## config.mk

```make
export PLATFORM = sky130hd
export DESIGN_NAME = score_keeper
export DESIGN_NICKNAME = d
export VERILOG_FILES = /design/src/rtl/score_keeper.sv
export SDC_FILE = /design/constraint.sdc
export NUM_CORES = 1
export LEC_CHECK = 0
export ABC_AREA = 1
export BUFFER_PORTS_ARGS = -buffer_cell sky130_fd_sc_hd__clkbuf_2
export CORE_MARGIN = 4
export CORE_UTILIZATION = 35
export DETAILED_ROUTE_END_ITERATION = 12
export PLACE_DENSITY = 0.61
export SYNTH_ARGS = -nofsm -noshare
export SYNTH_HDL_FRONTEND = slang
export SYNTH_SLANG_ARGS = --single-unit
```

## constraint.sdc

```tcl
create_clock -name clk -period 2.2 [get_ports clk]
set_input_delay 0.55 -clock clk [delete_from_list [all_inputs] [get_ports clk]]
set_output_delay 0.55 -clock clk [all_outputs]
set_load 0.03 [all_outputs]
```

## src/rtl/score_keeper.sv

```systemverilog
// score_keeper: per-player point counting, match state machine and score overlay.
//
// Consumes the ball stage's asynchronous point flags, counts points per player,
// runs the PLAY / GAME_OVER / RESTART match sequence, holds the ball in reset
// between matches, renders both scores as 7-segment digits near the top of a
// 640x480 frame and drives two active-low HEX displays.
//
// Ports:
//   clk, reset        pixel clock; asynchronous active-high reset
//   hcount, vcount    current pixel position (10-bit)
//   vsync             VGA vsync, synchronous to clk
//   p1score, p2score  point flags from the ball stage (asynchronous levels)
//   start             serve/restart button (asynchronous, active-high)
//   p1_points         player-1 score, binary
//   p2_points         player-2 score, binary
//   game_over         high while the match is over
//   winner            0 = player 1, 1 = player 2 (valid with game_over)
//   ball_hold         held high between matches; ORed into the ball reset
//   r, g, b           registered score overlay pixel
//   hex_p1, hex_p2    active-low segments {g,f,e,d,c,b,a}
module score_keeper #(
  parameter int WIN_SCORE      = 7,
  parameter int TIMEOUT_FRAMES = 300,
  parameter int P1_X           = 280,
  parameter int P2_X           = 340,
  parameter int DIGIT_Y        = 16
) (
  input  logic       clk,
  input  logic       reset,
  input  logic [9:0] hcount,
  input  logic [9:0] vcount,
  input  logic       vsync,
  input  logic       p1score,
  input  logic       p2score,
  input  logic       start,
  output logic [3:0] p1_points,
  output logic [3:0] p2_points,
  output logic       game_over,
  output logic       winner,
  output logic       ball_hold,
  output logic       r,
  output logic       g,
  output logic       b,
  output logic [6:0] hex_p1,
  output logic [6:0] hex_p2
);

  typedef enum logic [1:0] {PLAY, GAME_OVER, RESTART} state_t;

  localparam logic [3:0] WIN     = 4'(WIN_SCORE);
  localparam logic [9:0] TIMEOUT = 10'(TIMEOUT_FRAMES);
  localparam logic       TMO_EN  = (TIMEOUT_FRAMES != 0);
  localparam logic [9:0] P1X     = 10'(P1_X);
  localparam logic [9:0] P1XE    = 10'(P1_X + 19);
  localparam logic [9:0] P2X     = 10'(P2_X);
  localparam logic [9:0] P2XE    = 10'(P2_X + 19);
  localparam logic [9:0] DY      = 10'(DIGIT_Y);
  localparam logic [9:0] DYE     = 10'(DIGIT_Y + 35);

  state_t     state, next_state;
  logic [2:0] p1_sh, p2_sh, st_sh;
  logic       p1_ev, p2_ev, start_ev;
  logic       vsync_d, frame_tick;
  logic [9:0] frame_cnt;
  logic       p1_win, p2_win, timeout_hit;
  logic       nr, ng, nb;

  // Active-high segment pattern {g,f,e,d,c,b,a} for a decimal digit.
  function automatic logic [6:0] seg_on(input logic [3:0] v);
    case (v)
      4'd0:    seg_on = 7'h3F;
      4'd1:    seg_on = 7'h06;
      4'd2:    seg_on = 7'h5B;
      4'd3:    seg_on = 7'h4F;
      4'd4:    seg_on = 7'h66;
      4'd5:    seg_on = 7'h6D;
      4'd6:    seg_on = 7'h7D;
      4'd7:    seg_on = 7'h07;
      4'd8:    seg_on = 7'h7F;
      4'd9:    seg_on = 7'h6F;
      default: seg_on = 7'h00;
    endcase
  endfunction

  // Pixel test inside a 20x36 box; dx/dy are already known to be in the box.
  function automatic logic seg_hit(input logic [9:0] dx, input logic [9:0] dy,
                                   input logic [6:0] s);
    seg_hit = (s[0] && dy <= 10'd3)
           || (s[1] && dx >= 10'd16 && dy <= 10'd19)
           || (s[2] && dx >= 10'd16 && dy >= 10'd16)
           || (s[3] && dy >= 10'd32)
           || (s[4] && dx <= 10'd3  && dy >= 10'd16)
           || (s[5] && dx <= 10'd3  && dy <= 10'd19)
           || (s[6] && dy >= 10'd16 && dy <= 10'd19);
  endfunction

  // Two-flop synchronisers; bit 2 keeps the previous synchronised value so the
  // registered rising-edge pulse lands three cycles after the input rises.
  always_ff @(posedge clk or posedge reset) begin
    if (reset) begin
      p1_sh    <= '0;
      p2_sh    <= '0;
      st_sh    <= '0;
      p1_ev    <= 1'b0;
      p2_ev    <= 1'b0;
      start_ev <= 1'b0;
      vsync_d  <= 1'b0;
    end else begin
      p1_sh    <= {p1_sh[1:0], p1score};
      p2_sh    <= {p2_sh[1:0], p2score};
      st_sh    <= {st_sh[1:0], start};
      p1_ev    <= p1_sh[1] & ~p1_sh[2];
      p2_ev    <= p2_sh[1] & ~p2_sh[2];
      start_ev <= st_sh[1] & ~st_sh[2];
      vsync_d  <= vsync;
    end
  end

  assign frame_tick  = vsync_d & ~vsync;
  assign p1_win      = (p1_points == WIN);
  assign p2_win      = (p2_points == WIN);
  assign timeout_hit = TMO_EN && (frame_cnt == TIMEOUT);

  always_ff @(posedge clk or posedge reset) begin
    if (reset) state <= PLAY;
    else       state <= next_state;
  end

  // start_ev and the timeout share one exit, so start priority is implicit.
  always_comb begin
    next_state = state;
    case (state)
      PLAY:      if (p1_win || p2_win)         next_state = GAME_OVER;
      GAME_OVER: if (start_ev || timeout_hit)  next_state = RESTART;
      RESTART:   if (frame_tick)               next_state = PLAY;
      default:                                 next_state = PLAY;
    endcase
  end

  // Scoring freezes as soon as either side holds WIN, which also covers the
  // cycle between reaching WIN and entering GAME_OVER.
  always_ff @(posedge clk or posedge reset) begin
    if (reset) begin
      p1_points <= '0;
      p2_points <= '0;
      frame_cnt <= '0;
      winner    <= 1'b0;
    end else if (state == GAME_OVER && next_state == RESTART) begin
      p1_points <= '0;
      p2_points <= '0;
      frame_cnt <= '0;
    end else begin
      if (state == PLAY && !p1_win && !p2_win) begin
        if (p1_ev) p1_points <= p1_points + 4'd1;
        if (p2_ev) p2_points <= p2_points + 4'd1;
      end
      if (state == GAME_OVER && frame_tick) frame_cnt <= frame_cnt + 10'd1;
      if (state == PLAY && next_state == GAME_OVER) winner <= p2_win && !p1_win;
    end
  end

  assign game_over = (state == GAME_OVER);
  assign ball_hold = (state != PLAY);

  logic       in1, in2, lit1, lit2, lit_win, lit_lose;
  logic [9:0] dx1, dx2, dy;

  assign in1      = (hcount >= P1X) && (hcount <= P1XE) && (vcount >= DY) && (vcount <= DYE);
  assign in2      = (hcount >= P2X) && (hcount <= P2XE) && (vcount >= DY) && (vcount <= DYE);
  assign dx1      = hcount - P1X;
  assign dx2      = hcount - P2X;
  assign dy       = vcount - DY;
  assign lit1     = in1 && seg_hit(dx1, dy, seg_on(p1_points));
  assign lit2     = in2 && seg_hit(dx2, dy, seg_on(p2_points));
  assign lit_win  = winner ? lit2 : lit1;
  assign lit_lose = winner ? lit1 : lit2;

  // In GAME_OVER the loser is red and the winner flashes on frame_cnt bit 4.
  always_comb begin
    {nr, ng, nb} = 3'b000;
    if (state == GAME_OVER) begin
      if (lit_win && !frame_cnt[4]) {nr, ng, nb} = 3'b111;
      else if (lit_lose)            {nr, ng, nb} = 3'b100;
    end else if (lit1 || lit2) begin
      {nr, ng, nb} = 3'b111;
    end
  end

  always_ff @(posedge clk or posedge reset) begin
    if (reset) begin
      {r, g, b} <= 3'b000;
      hex_p1    <= 7'b1000000;
      hex_p2    <= 7'b1000000;
    end else begin
      {r, g, b} <= {nr, ng, nb};
      hex_p1    <= ~seg_on(p1_points);
      hex_p2    <= ~seg_on(p2_points);
    end
  end

endmodule

```

Word-level counts from Yosys, hierarchy flattened
Memory sizes are Yosys's and may differ from the RTL's.
Index checks and enable logic that the tools add are counted.
{"block": "classes", "magnitude_cmp": 14, "mux": 20, "n_eq_ne": 7, "n_bitwise": 11, "n_div": 0, "n_reduce_logical": 66, "multipliers": 0, "shifts": 0, "addsub": 6}
{"operator": "$ge 10x5->1 const B", "n": 4}
{"operator": "$logic_and 1x1->1", "n": 39}
{"operator": "$le 10x2->1 const B", "n": 3}
{"operator": "$mux 4", "n": 6}
{"operator": "$ge 10x9->1 const B", "n": 2}
{"operator": "$le 10x9->1 const B", "n": 2}
{"operator": "$mux 10", "n": 2}
{"operator": "$sub 10x9->10 const B", "n": 2}
{"operator": "$logic_or 1x1->1", "n": 15}
{"operator": "$not 7->7", "n": 2}
{"operator": "$add 10x1->10 const B", "n": 1}
{"operator": "$eq 10x9->1 const B", "n": 1}
{"operator": "$ge 10x6->1 const B", "n": 1}
{"operator": "$le 10x5->1 const B", "n": 1}
{"operator": "$le 10x6->1 const B", "n": 1}
{"operator": "$reduce_bool 2->1", "n": 5}
{"operator": "$sub 10x5->10 const B", "n": 1}
{"operator": "$add 4x1->4 const B", "n": 2}
{"operator": "$eq 4x3->1 const B", "n": 2}
{"operator": "$mux 1", "n": 8}
{"operator": "$mux 2", "n": 3}
{"operator": "$pmux 2 s3", "n": 1}
{"operator": "$reduce_and 2->1", "n": 3}
{"operator": "$not 1->1", "n": 5}
{"operator": "5 further kinds", "n": 12}
{"block": "word_totals", "n_memories": 4, "latch_bits": 0, "input_bits": 26, "elab_cells": 144, "rom_bits": 448, "ramBits": 0, "output_inout_bits": 28, "ff_bits": 50}
{"memory": "(name not given)", "depth": 16, "width": 7, "rd": 1, "rd_ports_with_merged_regs": 0, "wr": 0, "line_no": "70", "rtl": "case (v)"}
{"memory": "(name not given)", "depth": 16, "width": 7, "rd": 1, "rd_ports_with_merged_regs": 0, "wr": 0, "line_no": "70"}
{"memory": "(name not given)", "depth": 16, "width": 7, "rd": 1, "rd_ports_with_merged_regs": 0, "wr": 0, "line_no": "70"}
{"memory": "(name not given)", "depth": 16, "width": 7, "rd": 1, "rd_ports_with_merged_regs": 0, "wr": 0, "line_no": "70"}

Logic depth before layout (Yosys ltp)
Gate-level depths: netlist of the first run.
{"block": "logic_depth", "depth_word": 15, "depth_mapped": 18}

Worst setup path after synthesis of the first run
OpenSTA, ideal clock, no wires.
{"block": "synth_path", "kind": "flip-flop to flip-flop", "from": "register p1_points[1]", "to": "register r", "path_stages_with_launch": 17, "period_less_slack_ns": 2.038, "setup_slack_ns": 0.162, "arrival_ns": 1.920, "n_path_buf": 0, "required_time_ns": 2.082, "cell_sequence": "dfrtp_1 > inv_1 > ha_1 > nand2_1 > inv_1 > o21ai_2 > inv_2 > nand2_1 > nand2_1 > clkinv_1 > nand3_1 > o21bai_1 > inv_1 > nand2_1 > nand2_1 > nand2_1 > nand2_1"}
{"block": "synth_via", "elab_chain_cells": 14, "elab_cells_between_ends": 28, "cone_classes": "mux (6); reduce/logical (21); memory (1)"}
{"element": "start: declaration", "line_no": "36", "rtl": "output logic [3:0] p1_points,"}
{"element": "start signal: assignment", "line_no": "154", "rtl": "if (p1_ev) p1_points <= p1_points + 4'd1;"}
{"element": "$mem_v2 16x7 (*)"}
{"element": "$logic_and 1x1->1 (2 in series)", "line_no": "89", "rtl": "|| (s[1] && dx >= 10'd16 && dy <= 10'd19)"}
{"element": "$logic_or 1x1->1", "line_no": "89"}
{"element": "$logic_or 1x1->1", "line_no": "90", "rtl": "|| (s[2] && dx >= 10'd16 && dy >= 10'd16)"}
{"element": "$logic_or 1x1->1", "line_no": "91", "rtl": "|| (s[3] && dy >= 10'd32)"}
{"element": "$logic_or 1x1->1", "line_no": "92", "rtl": "|| (s[4] && dx <= 10'd3 && dy >= 10'd16)"}
{"element": "$logic_or 1x1->1", "line_no": "93", "rtl": "|| (s[5] && dx <= 10'd3 && dy <= 10'd19)"}
{"element": "$logic_or 1x1->1 (*)", "line_no": "94", "rtl": "|| (s[6] && dy >= 10'd16 && dy <= 10'd19);"}
{"element": "$logic_and 1x1->1 (*)", "line_no": "173", "rtl": "assign lit1 = in1 && seg_hit(dx1, dy, seg_on(p1_points));"}
{"element": "$mux 1, on equally long branches", "line_no": "176, 175"}
{"element": "$mux 1 / $logic_and 1x1->1 (equally long branches)", "line_no": "183, 182"}
{"element": "$mux 1", "line_no": "182", "rtl": "if (lit_win && !frame_cnt[4]) {nr, ng, nb} = 3'b111;"}
{"element": "$mux 1 (*)", "line_no": "181", "rtl": "if (state == GAME_OVER) begin"}
{"element": "named net nr", "line_no": "66", "rtl": "logic nr, ng, nb;"}
{"element": "end signal: assignment", "line_no": "195", "rtl": "{r, g, b} <= {nr, ng, nb};"}
{"element": "end: declaration", "line_no": "41", "rtl": "output logic r,"}
The timed path passes the listed nets; every way through them passes the cells marked *.
A chain may end at the register's enable or synchronous reset.

Final worst setup path of the first run
{"block": "layout_path", "from": "register p1_points[0]", "to": "register r"}
The elaborated chain is that of the path after synthesis.

==> results of run 1 <==
-- metal layers --
| metal | GRT usage | share of wire | vias up |
|---|---|---|---|
| li1 | - | - | 1420 |
| met1 | 0.193 | 0.49 | 1226 |
| met2 | 0.220 | 0.45 | 55 |
| met3 | 0.0291 | 0.042 | 12 |
| met4 | 0.0389 | 0.018 | 0 |
| met5 | 0 | 0 | - |
-- critical path: cells and delay by family (launching register included) --
family	cells	cell delay [ns]
and+or+nand+nor	8	0.50
buffers and inverters	5	0.32
DFF	1	0.43
AOI/OAI and AO/OA	2	0.33
adders and majority gates	1	0.31
-- stage by stage --
| step | total power, mW | cell area, um^2 | utilization | instances | hold WS (ns) |
|---|---|---|---|---|---|
| after global placement | 3.40 | 3510 | 0.421 | 578 | 0.334 |
| after CTS | 4.22 | 3650 | 0.438 | 586 | 0.257 |
| after detailed placement | 3.40 | 3510 | 0.421 | 578 | 0.336 |
| after global routing | 4.57 | 3670 | 0.440 | 588 | 0.286 |
| after floorplan | 2.84 | 3030 | - | 411 | 0.331 |
| final | 4.21 | 3670 | 0.440 | 588 | 0.246 |
-- power groups by stage --
stage | Sequential [mW] | Clock (mW) | Combinational, mW
floorplan | 1.75 | 0 | 1.08
global placement | 1.43 | 0 | 1.97
detailed placement | 1.43 | 0 | 1.97
finish | 1.41 | 0.789 | 2.01
global route | 1.45 | 0.856 | 2.26
CTS | 1.42 | 0.810 | 1.99
-- placed cells by master, fill, tap and decap left out, types with 2 or more instances in the layout --
cell type	synthesis	final
a31oi_1	4	4
bufinv_16	0	2
nor3_1	5	5
nand3_1	31	31
clkbuf_8	1	6
dfrtp_1	48	48
inv_2	10	12
a211oi_1	2	2
o21ai_0	19	19
nand4_1	6	6
a21oi_1	20	20
nand2_2	1	2
dfstp_2	2	2
inv_1	67	65
o22ai_1	2	2
nand2_1	99	98
buf_4	2	15
o21ai_1	3	3
clkinv_1	5	5
nor2_2	3	3
nor2_1	47	47
clkbuf_2	0	53
ha_1	18	18
-- layout make-up --
class                      instances  area [um^2]
tap                              105          131
clock buffer                       6         82.6
clock inverter                     2         60.1
fill                             873         4670
multi-input combinational        274         1440
sequential                        50         1250
timing repair buffer              69          398
inverter                          82          308
-- worst paths after layout --
check / to / slack (ns) / cells after the start
setup / recovery: r / 0.23 / 16
hold / removal: frame_cnt[8] / 0.25 / 2
setup reg to reg: r / 0.23 / 16
hold reg to reg: p1_sh[1] / 0.36 / 0
max in group asynchronous: hex_p1[6] / 1.36 / 3
min in group clk: p1_sh[0] / 0.35 / 1
-- logic make-up (layout without fill, tap and decap cells) --
| family | Yosys count | in the layout | share of synthesized area |
|---|---|---|---|
| AND/OR/NAND/NOR | 200 | 200 | 0.290 |
| flip-flops | 50 | 50 | 0.413 |
| adder cells (fa/ha/maj) | 18 | 18 | 0.0743 |
| buffers and inverters | 87 | 159 | 0.114 |
| AO/OA/AOI/OAI | 55 | 55 | 0.106 |
| XOR/XNOR | 1 | 1 | 0.00289 |
-- flip-flops by register name, summed over array words and instances (netlist names) --
| name | count |
|---|---|
| r | 1 |
| hex_p2 | 7 |
| p1_ev | 1 |
| p2_ev | 1 |
| frame_cnt | 10 |
| start_ev | 1 |
| st_sh | 3 |
| p1_points | 4 |
| hex_p1 | 7 |
| state | 2 |
| vsync_d | 1 |
| b | 1 |
| p2_points | 4 |
| p1_sh | 3 |
| winner | 1 |
| p2_sh | 3 |
-- what timing repair did --
action	4_1_cts	5_1_grt
resized for setup	0	3
setup endpoints to repair	0	3
buffers inserted	0	2
==> flow_metrics.py, run 1 <==
metrics = {
    "status": {
        "status": "finished clean",
    },
    "layout": {
        "drive_gt1_frac": 0.219,
        "antennaDiodeCount": 0,
        "area_delta_synth_final_pct": 21.1,
        "fin_nets": 526,
    },
    "routing": {
        "drc": 0,
        "firstDrtPassIters": 4,
        "ant_nets": 0,
        "num_vias": 2713,
        "drt_wl_total_mm": 6.69,
        "first_iter_violations": 103,
        "drt-vias-per-instance": 4.61,
        "wl_per_cell_um": 11.4,
    },
    "critical_path": {
        "cp_slowest_stage_delay_ns": 0.43,
        "cp.required_ns": 2.40,
        "cpMostUsedCell": "nand2_1",
        "worst_path_max_delay_cell": "dfrtp_1",
        "critPathKind": "flip-flop to flip-flop",
        "worstSetupStartpointType": "flip-flop",
        "worstPathMaxFanout": 5,
        "reg2reg_from": "p1_points[0]",
        "crit_arrival_ns": 2.17,
        "end_kind": "flip-flop",
        "cp-startpoint": "p1_points[0]",
        "crit_chain": "inv_1 > ha_1 > nand2_1 > inv_1 > o21ai_2 > inv_2 > nand2_1 > nand2_1 > clkinv_1 > nand3_1 > o21bai_2 > inv_1 > nand2_1 > nand2_1 > nand2_1 > nand2_1",
    },
    "floorplanning": {
        "core-area_mm2": 0.00834,
        "dieHeight_um": 101,
        "die_area_mm2": 0.0102,
        "row_count": 33,
        "start_util": 0.364,
        "num_io_pins": 54,
        "die_width_um": 101,
    },
    "synthesis": {
        "yosys.area.top_type": "dfrtp_1",
        "synth_top_area_share": 0.396,
        "yosysMostFrequentCell": "nand2_1",
        "synth_edf_count": 0,
        "synth_area_mm2": 0.00303,
        "syn_nets": 455,
        "yosysSeqAreaShare": 0.413,
        "postSynthAreaPerCell_um2": 7.38,
        "async_flop_share": 1.00,
        "yosys-top-cells-area": "dfrtp_1, nand2_1, inv_1, ha_1, nor2_1",
        "synthTopCellsByCount": "nand2_1, inv_1, dfrtp_1",
        "synth.distinct_cells": 36,
        "synth_seq_cells": 50,
        "synthCells": 411,
        "synth_warnings": 0,
        "synthFlopType": "dfrtp_1",
    },
    "sta": {
        "fin_crit_ns": 1.97,
        "fmax_mhz": 507,
        "skew_ns": 0.00383,
        "grt_setup_unrepaired": "yes",
        "worst_pin_slew_ns": 0.491,
        "slew_headroom": 0.672,
        "layout_setup_ws_ns": 0.228,
        "hold_violations": 0,
        "setup_tns_ns": 0,
        "setup_violations": 0,
        "period_share": 0.896,
        "finalMaxSlewViolations": 0,
    },
    "pwr": {
        "ir_worst_vdd_v": 0.000631,
        "p_sw_frac": 0.449,
        "p_leak_nw": 2.04,
        "p_int_mw": 2.32,
        "p_switching_mw": 1.89,
        "pwr-share-seq": 0.336,
        "comb_power_share": 0.476,
        "p_per_area_mw_per_mm2": 1150,
        "clock_power_share": 0.188,
    },
    "placed_design": {
        "dp_hpwl_mm": 5.36,
        "port_buffers": 53,
        "pre_cts_ws_ns": -0.132,
        "routabilityCongestion": 0.899,
    },
    "global_route": {
        "gr-total-overflow": 0,
        "grt_max_degree": 30,
        "grt_pass1_vias": 2627,
        "antenna_found_initial": 0,
        "grt_pass1_wl_mm": 11.6,
        "grt.total_usage": 0.139,
    },
    "cts": {
        "cts_buffers": 5,
        "htreeDepth": 2,
        "cts.sinks": 50,
        "cts_root_buffer": "clkbuf_8",
        "clk_pin_slew_worst_paths_ns": 0.09,
        "insertion_delay_ns": 0.30,
        "cts_buffer_depth": 2,
        "tritoncts": "yes",
        "holdBufCountCts": 0,
    },
    "flow_run": {
        "max-cap-violations": 0,
    },
    "min_path": {
        "hp-class": "input port to async pin",
    },
}
No activity file was read; power rests on OpenSTA's default activity.
==> run 2, diff against run 1 <==
Settings changed: PLACE_DENSITY 0.61 to 0.52.
==> run 2 against run 1 <==
Final area fell by 0.61%. Highest routed layer unchanged. Total power fell by 4.1%. Global-route usage barely moved. Utilization fell by 0.27 points. Clock power fell by 19%. Worst setup slack got worse by 0.026 ns. Non-clock buffer count rose by 1. Final cell count rose by 0.17%. Flip-flop and latch count did not move.
==> flow_metrics.py, run 2 (same netlist as run 1, synthesis figures left out) <==
metrics = {
    "sta": {
        "fin_hold_ws_ns": 0.245,
        "fin_crit_ns": 2.00,
        "period_share": 0.908,
        "finalMaxSlewViolations": 0,
        "setup_violations": 0,
        "slew_headroom": 0.731,
        "skew_ns": 0.00694,
        "hold_violations": 0,
        "fmax_mhz": 501,
        "worst_pin_slew_ns": 0.398,
    },
    "global_route": {
        "grt_max_degree": 51,
        "grt.total_usage": 0.139,
        "met2_usage": 0.214,
        "grt_use_met3": 0.0284,
        "grt_pass1_wl_mm": 11.5,
        "top_usage_layer": "met2",
        "gr-total-overflow": 0,
        "antenna_found_initial": 0,
        "met1_usage": 0.198,
        "grt_pass1_vias": 2477,
    },
    "cts": {
        "clk_pin_slew_worst_paths_ns": 0.09,
        "cts_buffer_depth": 2,
        "tritoncts": "yes",
        "cts_root_buffer": "clkbuf_8",
        "cts.sinks": 50,
        "htreeDepth": 2,
        "insertion_delay_ns": 0.30,
        "cts_buffers": 5,
    },
    "placed_design": {
        "routabilityCongestion": 0.847,
        "placed_area_mm2": 0.00352,
        "port_buffers": 53,
        "dp_hpwl_mm": 5.30,
    },
    "critical_path": {
        "worstSetupStartpointType": "flip-flop",
        "reg2reg_from": "p1_points[0]",
        "cp.required_ns": 2.44,
        "worstPathMaxFanout": 5,
        "reg2reg_depth": 12,
        "r2r-end": "b",
        "end_kind": "flip-flop",
        "reg2reg_slack_ns": 0.20,
        "crit_path_end": "b",
        "cp-startpoint": "p1_points[0]",
        "crit_arrival_ns": 2.24,
        "critPathKind": "flip-flop to flip-flop",
    },
    "layout": {
        "final_util": 0.438,
        "final_common_cell": "nand2_1",
        "fill_cells": 907,
        "area_delta_synth_final_pct": 20.3,
        "final_cell_area_mm2": 0.00365,
        "antennaDiodeCount": 0,
        "regMostFlops": "frame_cnt",
        "top_regs": "frame_cnt: 10 flops, hex_p1: 7 flops, hex_p2: 7 flops",
        "largest_reg_flops": 10,
        "fin_nets": 527,
        "layout_common_cells": "nand2_1, inv_1, clkbuf_2",
        "drive_gt1_frac": 0.223,
    },
    "floorplanning": {
        "dieHeight_um": 101,
        "die_width_um": 101,
        "row_count": 33,
        "start_util": 0.364,
        "num_io_pins": 54,
        "core-area_mm2": 0.00834,
        "die_area_mm2": 0.0102,
    },
    "status": {
        "status": "finished clean",
    },
    "routing": {
        "firstDrtPassIters": 4,
        "drt_wl_total_mm": 6.66,
        "ant_nets": 0,
        "num_vias": 2699,
        "drt-vias-per-instance": 4.58,
        "first_iter_violations": 98,
        "wl_per_cell_um": 11.3,
        "drc": 0,
    },
    "pwr": {
        "ir_worst_vdd_v": 0.000671,
        "p_total_mw": 4.03,
        "p_leak_nw": 2.02,
        "p_per_area_mw_per_mm2": 1110,
    },
    "flow_run": {
        "max-cap-violations": 0,
    },
    "min_path": {
        "hp-class": "input port to async pin",
    },
}
==> run 2: changes by cell type in the layout (fill, tap and decap cells not counted), moves of 2 or more <==
cell / previous run / this run
dfrtp_2: 0 / 2
dfrtp_1: 48 / 46
o21ai_0: 19 / 17
o21ai_1: 3 / 5
==> run 2: worst min path at each step <==
stage,from,slack (ns),endpoint,cells past startpoint
floorplan,p1_sh[0],0.33,p1_sh[1],0
global placement,p1_sh[0],0.33,p1_sh[1],0
detailed placement,st_sh[0],0.34,st_sh[1],0
CTS,reset,0.26,frame_cnt[0],3
global route,reset,0.27,frame_cnt[0],3
finish,reset,0.25,frame_cnt[0],3
==> run 2: report_power, final <==
part           internal (mW)  switching, mW
registers               1.19          0.230
clock network          0.339          0.299
logic                  0.619           1.36
total                   2.15           1.89
==> run 2: per-stage QoR <==
stage / instances / setup WS (ns) / TNS (ns)
5_1_grt: 589 / -0.0247 / -0.0247
4_1_cts: 588 / 0.0745 / 0
3_3_place_gp: 580 / -0.0389 / -0.0637
6_report: 589 / 0.202 / 0
2_1_floorplan: 411 / 0.162 / 0
3_5_place_dp: 580 / -0.0994 / -0.194
==> run 2: area by class of cell <==
type	instances	area [um^2]	share of cell area
flip-flops and latches	50	1260	0.344
clock buffers	6	72.6	0.0199
clock inverters	2	37.5	0.0103
inverters	82	308	0.0843
multi-input cells	274	1440	0.394
repair buffers	70	405	0.111
well taps	105	131	0.0360
==> run 2: critical path, cell delays in order (launching register included) <==
cell and delay [ns]:
dfrtp_2 0.45, ha_1 0.23, nand2_1 0.16, o21ai_0 0.14, a21oi_1 0.27, nand2_1 0.09, a21oi_1 0.20, o21bai_2 0.11
inv_1 0.08, nand2_1 0.05, nand2_1 0.05, nand2_1 0.06, inv_1 0.06
==> run 2: timing repair <==
action / 4_1_cts / 5_1_grt
gates resized for setup: 0 / 7
endpoints found under the setup margin: 0 / 3
hold buffers: 0 / 0
setup buffers: 0 / 1
==> run 2: routing by layer <==
metal,wire length [um],vias up
met5,0,-
met4,56,0
met3,352,5
met2,2880,55
met1,3370,1213
li1,-,1426
==> run 3, diff against run 2 <==
Clock period 2.2 ns to 2 ns, I/O delays scaled along.
==> run 3 against run 2 <==
Clock power down 10%. Critical path depth up 1. Sequential share of layout area down 2.5 points. Total power up 18%. Clock skew up 0.0035 ns. First-iteration DRC count up 19%. Final cell count up 4.2%. Die area unchanged. Worst hold slack worse by 0.038 ns. Final area up 8.0%. Non-clock buffer count up 25. Flip-flop and latch count unchanged. Largest cell class unchanged. Highest routed layer unchanged.
==> flow_metrics.py, run 3 (same netlist as run 1, synthesis figures left out) <==
metrics = {
    "critical_path": {
        "critPathKind": "flip-flop to flip-flop",
        "worstPathMaxFanout": 4,
        "crit_chain": "buf_4 > ha_1 > nand2_2 > o21ai_1 > a21oi_2 > nand4_1 > a21oi_2 > o21bai_4 > nand2_1 > nand2_1 > nand2_1 > nand2_2 > nand2_1",
        "worst_path_max_delay_cell": "dfrtp_2",
        "cpMostUsedCell": "nand2_1",
        "worstSetupStartpointType": "flip-flop",
        "cp_slowest_stage_delay_ns": 0.45,
        "crit_arrival_ns": 2.20,
        "cp.required_ns": 2.24,
        "path_delay_family": "simple AND/OR/NAND/NOR gates",
        "end_kind": "flip-flop",
        "reg2reg_depth": 13,
        "cp.depth": 13,
        "worst-path-buf-inv": 1,
    },
    "layout": {
        "antennaDiodeCount": 0,
        "top_regs": "frame_cnt: 10 flops, hex_p1: 7 flops, hex_p2: 7 flops",
        "final_common_cell": "nand2_1",
        "drive_gt1_frac": 0.320,
        "final_util": 0.472,
        "final_cell_area_mm2": 0.00394,
        "area_delta_synth_final_pct": 29.9,
        "fin_nets": 552,
        "largest_reg_flops": 10,
        "regMostFlops": "frame_cnt",
        "fill_cells": 837,
        "layout_common_cells": "nand2_1, inv_1, clkbuf_2",
    },
    "cts": {
        "holdBufCountCts": 0,
        "clk_pin_slew_worst_paths_ns": 0.09,
        "cts.sinks": 50,
        "cts_buffers": 5,
        "insertion_delay_ns": 0.30,
        "cts_buffer_depth": 2,
        "tritoncts": "yes",
        "htreeDepth": 2,
        "cts_root_buffer": "clkbuf_8",
    },
    "sta": {
        "fin_hold_ws_ns": 0.207,
        "worst_pin_slew_ns": 0.325,
        "skew_ns": 0.0105,
        "setup_tns_ns": 0,
        "grt_setup_unrepaired": "yes",
        "period_share": 0.978,
        "finalMaxSlewViolations": 0,
        "fmax_mhz": 511,
        "fin_crit_ns": 1.96,
        "hold_violations": 0,
        "setup_violations": 0,
        "slew_headroom": 0.783,
    },
    "pwr": {
        "p_per_area_mw_per_mm2": 1210,
        "clock_power_share": 0.121,
        "pwr-share-seq": 0.328,
        "p_leak_nw": 2.14,
        "comb_power_share": 0.551,
        "p_switching_mw": 2.23,
        "p_sw_frac": 0.469,
        "p_int_mw": 2.52,
        "ir_worst_vdd_v": 0.000795,
    },
    "global_route": {
        "grt_pass1_wl_mm": 12.0,
        "grt_pass1_vias": 2667,
        "grt_max_degree": 51,
        "grt.total_usage": 0.145,
        "antenna_found_initial": 0,
        "gr-total-overflow": 0,
    },
    "floorplanning": {
        "core-area_mm2": 0.00834,
        "dieHeight_um": 101,
        "num_io_pins": 54,
        "row_count": 33,
        "die_width_um": 101,
        "start_util": 0.364,
        "die_area_mm2": 0.0102,
    },
    "routing": {
        "ant_nets": 0,
        "num_vias": 2804,
        "firstDrtPassIters": 4,
        "first_iter_violations": 117,
        "drc": 0,
        "wl_per_cell_um": 11.7,
        "drt_wl_total_mm": 7.20,
        "drt-vias-per-instance": 4.57,
    },
    "placed_design": {
        "dp_hpwl_mm": 5.50,
        "routabilityCongestion": 0.865,
        "placed_area_mm2": 0.00364,
        "port_buffers": 53,
    },
    "status": {
        "status": "finished clean",
    },
    "flow_run": {
        "max-cap-violations": 0,
    },
    "min_path": {
        "hp-class": "input port to async pin",
    },
}
-- run 3: tightest hold or removal path: stages --
cell and delay, ns:
clkbuf_2 0.08, inv_2 0.06, buf_12 0.26
-- run 3: power by group through the flow --
stage	clock network (mW)	logic (mW)	registers [mW]
2_1_floorplan	0	1.19	1.93
3_3_place_gp	0	2.31	1.57
3_5_place_dp	0	2.31	1.56
4_1_cts	0.602	2.33	1.55
5_1_grt	0.636	2.94	1.60
6_report	0.573	2.62	1.56
-- run 3: layout make-up --
type | count | area, um^2 | area share
multi-input combinational | 274 | 1550 | 0.394
sequential | 50 | 1260 | 0.319
timing repair buffer | 95 | 609 | 0.155
inverter | 82 | 310 | 0.0788
tap | 105 | 131 | 0.0333
clock buffer | 8 | 80.1 | 0.0203
-- run 3: final timing paths --
| kind | startpoint | end | slack (ns) |
|---|---|---|---|
| worst max-delay path | p1_points[1] | r | 0.04 |
| worst min-delay path | reset | frame_cnt[0] | 0.21 |
| worst max register to register | p1_points[1] | r | 0.04 |
| worst min register to register | p2_sh[0] | p2_sh[1] | 0.36 |
| max in group asynchronous | reset | hex_p2[6] | 1.50 |
| min in group clk | p1score | p1_sh[0] | 0.30 |
-- run 3: per-stage QoR --
stage,setup WS [ns],std cells,total power [mW]
2_1_floorplan,0.0184,411,3.12
3_3_place_gp,-0.209,595,3.87
3_5_place_dp,-0.284,595,3.87
4_1_cts,0.0300,603,4.48
5_1_grt,-0.0635,614,5.18
6_report,0.0442,614,4.75
-- run 3: repair_timing --
| action | 4_1_cts | 5_1_grt |
|---|---|---|
| buffers inserted | 0 | 11 |
| setup endpoints to repair | 2 | 4 |
| gates resized for setup | 1 | 46 |
| pin swaps | 0 | 22 |
-- run 3: metal layers --
metal  track usage  wire (um)  vias to the layer above
met3        0.0263        307                        5
met4        0.0389         68                        0
met5             0          0                        -
met2         0.222       3220                       49
met1         0.209       3600                     1277
li1              -          -                     1473
